$ cat src/rtl/cv32e40p_perm_fault_tracker_ft.sv
// Permanent-fault tracker for the replicated EX-stage ALUs.
// Each (channel, operation class) pair has a leaky-bucket error counter.
// When a counter reaches THRESHOLD, the pair gets a sticky fault flag and
// the channel raises a one-cycle perf event.
// Optional feature: define CV32E40P_PERM_FAULT_CLEAR_EN to enable the
// synchronous soft clear through clear_i. Without it, clear_i is ignored.
module cv32e40p_perm_fault_tracker_ft #(
    parameter int unsigned N_CH      = 4,
    parameter int unsigned N_CLASS   = 9,
    parameter int unsigned CNT_W     = 8,
    parameter int unsigned INC       = 1,
    parameter int unsigned DEC       = 2,
    parameter int unsigned THRESHOLD = 101,
    localparam int unsigned CLASS_W  = (N_CLASS > 1) ? $clog2(N_CLASS) : 1
) (
    input  logic                       clk,
    input  logic                       rst,
    input  logic [N_CH-1:0]            valid_i,
    input  logic [N_CH*CLASS_W-1:0]    class_i,
    input  logic [N_CH-1:0]            error_i,
    input  logic                       clear_i,
    output logic [N_CH*N_CLASS-1:0]    permanent_faulty_o,
    output logic [N_CH-1:0]            channel_faulty_o,
    output logic [N_CH-1:0]            perf_event_o
);

    localparam logic [31:0] CNT_MAX = 32'((64'd1 << CNT_W) - 64'd1);

    logic [CNT_W-1:0]                  cnt_q [N_CH][N_CLASS];
    logic [CNT_W-1:0]                  cnt_d [N_CH][N_CLASS];
    logic [N_CH-1:0][N_CLASS-1:0]      flag_q;
    logic [N_CH-1:0][N_CLASS-1:0]      flag_d;
    logic [N_CH-1:0]                   perf_q;
    logic [N_CH-1:0]                   perf_d;
    logic [CLASS_W-1:0]                cls;
    logic [31:0]                       cur;
    logic [31:0]                       upd;

`ifndef CV32E40P_PERM_FAULT_CLEAR_EN
    logic clear_unused;
    assign clear_unused = clear_i;
`endif

    // Next counter/flag state: only the addressed, not-yet-faulty pair of each channel moves
    always_comb begin
        cnt_d  = cnt_q;
        flag_d = flag_q;
        perf_d = '0;
        cls    = '0;
        cur    = '0;
        upd    = '0;
        for (int unsigned c = 0; c < N_CH; c++) begin
            cls = class_i[c*CLASS_W +: CLASS_W];
            for (int unsigned k = 0; k < N_CLASS; k++) begin
                if (valid_i[c] && (32'(cls) == k) && !flag_q[c][k]) begin
                    cur = 32'(cnt_q[c][k]);
                    if (error_i[c]) begin
                        upd = (cur + INC > CNT_MAX) ? CNT_MAX : cur + INC;
                    end else begin
                        upd = (cur > DEC) ? cur - DEC : '0;
                    end
                    // Crossing the threshold latches the flag and parks the counter at 0
                    if (upd >= THRESHOLD) begin
                        flag_d[c][k] = 1'b1;
                        cnt_d[c][k]  = '0;
                        perf_d[c]    = 1'b1;
                    end else begin
                        cnt_d[c][k]  = CNT_W'(upd);
                    end
                end
            end
        end
`ifdef CV32E40P_PERM_FAULT_CLEAR_EN
        // Soft clear overrides any same-cycle update and suppresses perf events
        if (clear_i) begin
            cnt_d  = '{default: '0};
            flag_d = '0;
            perf_d = '0;
        end
`endif
    end

    // State registers with asynchronous reset
    always_ff @(posedge clk or posedge rst) begin
        if (rst) begin
            cnt_q  <= '{default: '0};
            flag_q <= '0;
            perf_q <= '0;
        end else begin
            cnt_q  <= cnt_d;
            flag_q <= flag_d;
            perf_q <= perf_d;
        end
    end

    // Per-channel summary of the sticky flags
    always_comb begin
        channel_faulty_o = '0;
        for (int unsigned c = 0; c < N_CH; c++) begin
            channel_faulty_o[c] = |flag_q[c];
        end
    end

    assign permanent_faulty_o = flag_q;
    assign perf_event_o       = perf_q;

endmodule

$ cat config.mk
export PLATFORM = sky130hd
export DESIGN_NAME = cv32e40p_perm_fault_tracker_ft
export DESIGN_NICKNAME = d
export VERILOG_FILES = /design/src/rtl/cv32e40p_perm_fault_tracker_ft.sv
export SDC_FILE = /design/constraint.sdc
export NUM_CORES = 2
export LEC_CHECK = 0
export CAP_MARGIN = 20
export CORE_UTILIZATION = 42
export DETAILED_ROUTE_END_ITERATION = 6
export GPL_ROUTABILITY_DRIVEN = 0
export PLACE_DENSITY = 0.68
export SYNTH_ARGS = -nofsm -noshare
export SYNTH_HDL_FRONTEND = slang
export SYNTH_SLANG_ARGS = --single-unit
$ cat constraint.sdc
create_clock -name clk -period 16.12 [get_ports clk]
set_input_delay 4.03 -clock clk [delete_from_list [all_inputs] [get_ports clk]]
set_output_delay 4.03 -clock clk [all_outputs]
set_load 0.01 [all_outputs]
==> flow_summary_export.csv <==
group,metric,value,unit
grt,antenna_found_initial,0,
yosys,syn_inst,3733,
sta,final-setup-viol-count,0,
yosys,synth_common_cells,"nand2_1 (477), dfrtp_1 (328), clkbuf_1 (249), o21ai_0 (233), nor2_1 (208)",
floorplan,die_h,264,um
status,status,"finished, final reports clean",
power_and_ir_drop,power_leakage,12.8,nW
drt,routed_wl,70500,um
worst_setup_path,start_kind,"input pin",
grt,grt_overflow,0,
sta,tightest_slew,0.976,ns
place,dpl.cell_count,4418,
worst_setup_path,worstPathRequired,16.53,ns
worst_setup_path,cp-end-kind,"register",
yosys,ys_top_cells_by_area,"dfrtp_1 (29%), ha_1 (6.3%), nand2_1 (6.2%)",
layout,diodes,0,
cts,ctsHoldBuffers,0,
sta,setup_tns,0,ns
drt,dr.pass1.iters,6,
yosys,yosys_warnings,0,
yosys,yosys.area.top_type_share,28.5,%
yosys,yosys.area.top_type,"dfrtp_1",
yosys,syn-cell-area,0.0288,mm2
cts,cts_max_level,2,
power_and_ir_drop,powerDensity,190,mW/mm2
cts,clk_pin_slew,0.06,ns
worst_setup_path,rr_endpoint,"perf_event_o[3]$_DFF_PP0_",
grt,grt_pass1_vias,24700,
grt,grt_usage,19.8,%
yosys,yosys.cell_count.top_type,"nand2_1",
hold_path,hold_path_end,"permanent_faulty_o[14]$_DFFE_PP0P_",
place,portBuffers,69,
place,place_hpwl,47900,um
layout,area_growth_syn_to_layout,8.62,%
worst_setup_path,crit_fanout,59,
worst_setup_path,cp.arrival,7.59,ns
yosys,yosys_most_used_dff,"dfrtp_1",
drt,wl_per_cell,15.7,um
cts,insertion_delay,0.57,ns
job,drv_cap,0,
layout,fill_cells,6672,
sta,hold_viol,0,
drt,drt_iter0_drc,2113,
yosys,async_flop_share,100,%
hold_path,hold_start,"permanent_faulty_o[14]$_DFFE_PP0P_",
drt,post_drt_via_cell_ratio,6.06,
hold_path,min_path_cells,1,
sta,fin_crit_sh,44.5,%
grt,grt_max_degree,86,
yosys,synth.avg_cell_area,7.71,um2
layout,multi_input_area,0.0187,mm2
sta,maxSlewHeadroom,34.4,%
sta,rsz0062_at_grt,"no",
yosys,synth-seq-area-share,28.5,%
yosys,synth-edff-count,0,
floorplan,core_area,0.0675,mm2
hold_path,hold_class,"reg2reg",
layout,drive_gt1_share,5.87,%
layout,layout.nets,3765,
cts,cts_setup_buffers,0,
layout,final_cells,4501,
cts,cts.sinks,328,
grt,grt_pass1_wl,121000,um
cts,cts_tree,"yes",
cts,cts_buffers,44,
floorplan,rows,95,
floorplan,die_x,264,um
floorplan,initial_utilization,42.6,%
yosys,yosysUniqueCellTypes,110,
worst_setup_path,r2r-start,"cnt_q[20]$_DFFE_PP0P_",
floorplan,die_area,0.0696,mm2
cts,root_buffer,"clkbuf_16",
power_and_ir_drop,peakVddDrop,102,uV
sta,skew,0.0140,ns
layout,regArea,0.00821,mm2
floorplan,io_pins,71,
drt,drc,0,
worst_setup_path,critPathKind,"in2reg",
drt,routed-via-count,27300,
worst_setup_path,worstRegToRegCells,8,
sta,layout_min_cycle_time,7.18,ns
sta,drv_slew,0,
worst_setup_path,reg2reg_slack,12.73,ns
cts,cts_resized,0,
yosys,ys_ff_latch,328,
sta,fmax,0.139,GHz
yosys,synth_nets,3904,
cts,clock_path_buffers,3,
drt,ant_nets,0,
area by class of cell:
cell class | count | share of cell area [%]
multi-input cells | 2942 | 59.8
inverters | 174 | 2.11
well taps | 873 | 3.49
repair buffers | 104 | 3.06
clock inverters | 30 | 1.45
flip-flops and latches | 328 | 26.2
clock buffers | 50 | 3.79
cell families after synthesis:
| kind of cell | synth area share [%] |
|---|---|
| flip-flops | 28.5 |
| AND/OR/NAND/NOR | 26.6 |
| adder cells (fa/ha/maj) | 6.26 |
| XOR/XNOR | 3.92 |
| multiplexers | 0.760 |
| AO/OA/AOI/OAI | 27.4 |
| buffers and inverters | 6.48 |
cell usage in the layout, fill, tap and decap left out, types with 47 or more instances in the layout:
cell,instances
o21ai_0,233
nor3_1,168
xnor2_1,77
dfrtp_1,328
o22ai_1,51
nand2b_1,73
nand4_1,74
and2_1,47
nor2_1,208
or3_1,49
ha_1,144
nand3_1,108
a21oi_1,184
clkdlybuf4s50_1,65
nand2_1,477
inv_1,170
a31oi_1,54
o31ai_1,179
and3_1,47
xor2_1,52
nor4_1,55
where the power goes:
group          switching, mW  internal [mW]  leakage (nW)  total, mW
logic                   1.69           1.41          7.83       3.10
clock network          0.410          0.693         0.785       1.10
registers              0.644           1.10          4.22       1.74
metrics by stage:
stage | util [%] | cell area [um2] | worst slack (ns) | power, mW | hold WS [ns]
global placement | 43.8 | 29600 | 8.53 | 4.76 | 0.505
floorplan | - | 28800 | 3.01 | 4.10 | 0.522
detailed placement | 43.8 | 29600 | 8.57 | 4.80 | 0.511
finish | 46.3 | 31300 | 8.94 | 5.94 | 0.522
CTS | 46.3 | 31200 | 9.10 | 5.95 | 0.527
global route | 46.3 | 31300 | 8.79 | 6.49 | 0.547
routing by layer:
layer / vias to the layer above / global-route usage (%) / part of all wire [%] / wire [um]
met4: 0 / 5.30 / 1.8 / 1250
met5: - / 0 / 0 / 0
met3: 99 / 2.38 / 4.1 / 2920
met2: 602 / 31.8 / 46 / 32100
met1: 13000 / 28.1 / 49 / 34200
li1: 13600 / - / - / -
registers in the layout, summed over array words and instances (netlist names):
| register | cells |
|---|---|
| cnt_q | 288 |
| permanent_faulty_o | 36 |
| perf_event_o | 4 |
worst max-delay path by stage:
stage               start  cells past startpoint                         to  slack (ns)
2_1_floorplan         rst                      1       cnt_q[0]$_DFFE_PP0P_        3.01
3_3_place_gp   error_i[2]                      9  perf_event_o[2]$_DFF_PP0_        8.53
3_5_place_dp   error_i[2]                      9  perf_event_o[2]$_DFF_PP0_        8.57
4_1_cts        error_i[2]                      9  perf_event_o[2]$_DFF_PP0_        9.10
5_1_grt        error_i[2]                      9  perf_event_o[2]$_DFF_PP0_        8.79
6_report       error_i[2]                      9  perf_event_o[2]$_DFF_PP0_        8.94
critical path: stages:
cell	delay (ns)
buf_4	0.47
clkinv_1	0.75
buf_4	0.48
nand2_1	0.21
a2bb2oi_1	0.27
o211ai_1	0.15
a311o_1	0.44
a222oi_1	0.59
nand4bb_1	0.17
No activity file was read; power rests on OpenSTA's default activity.
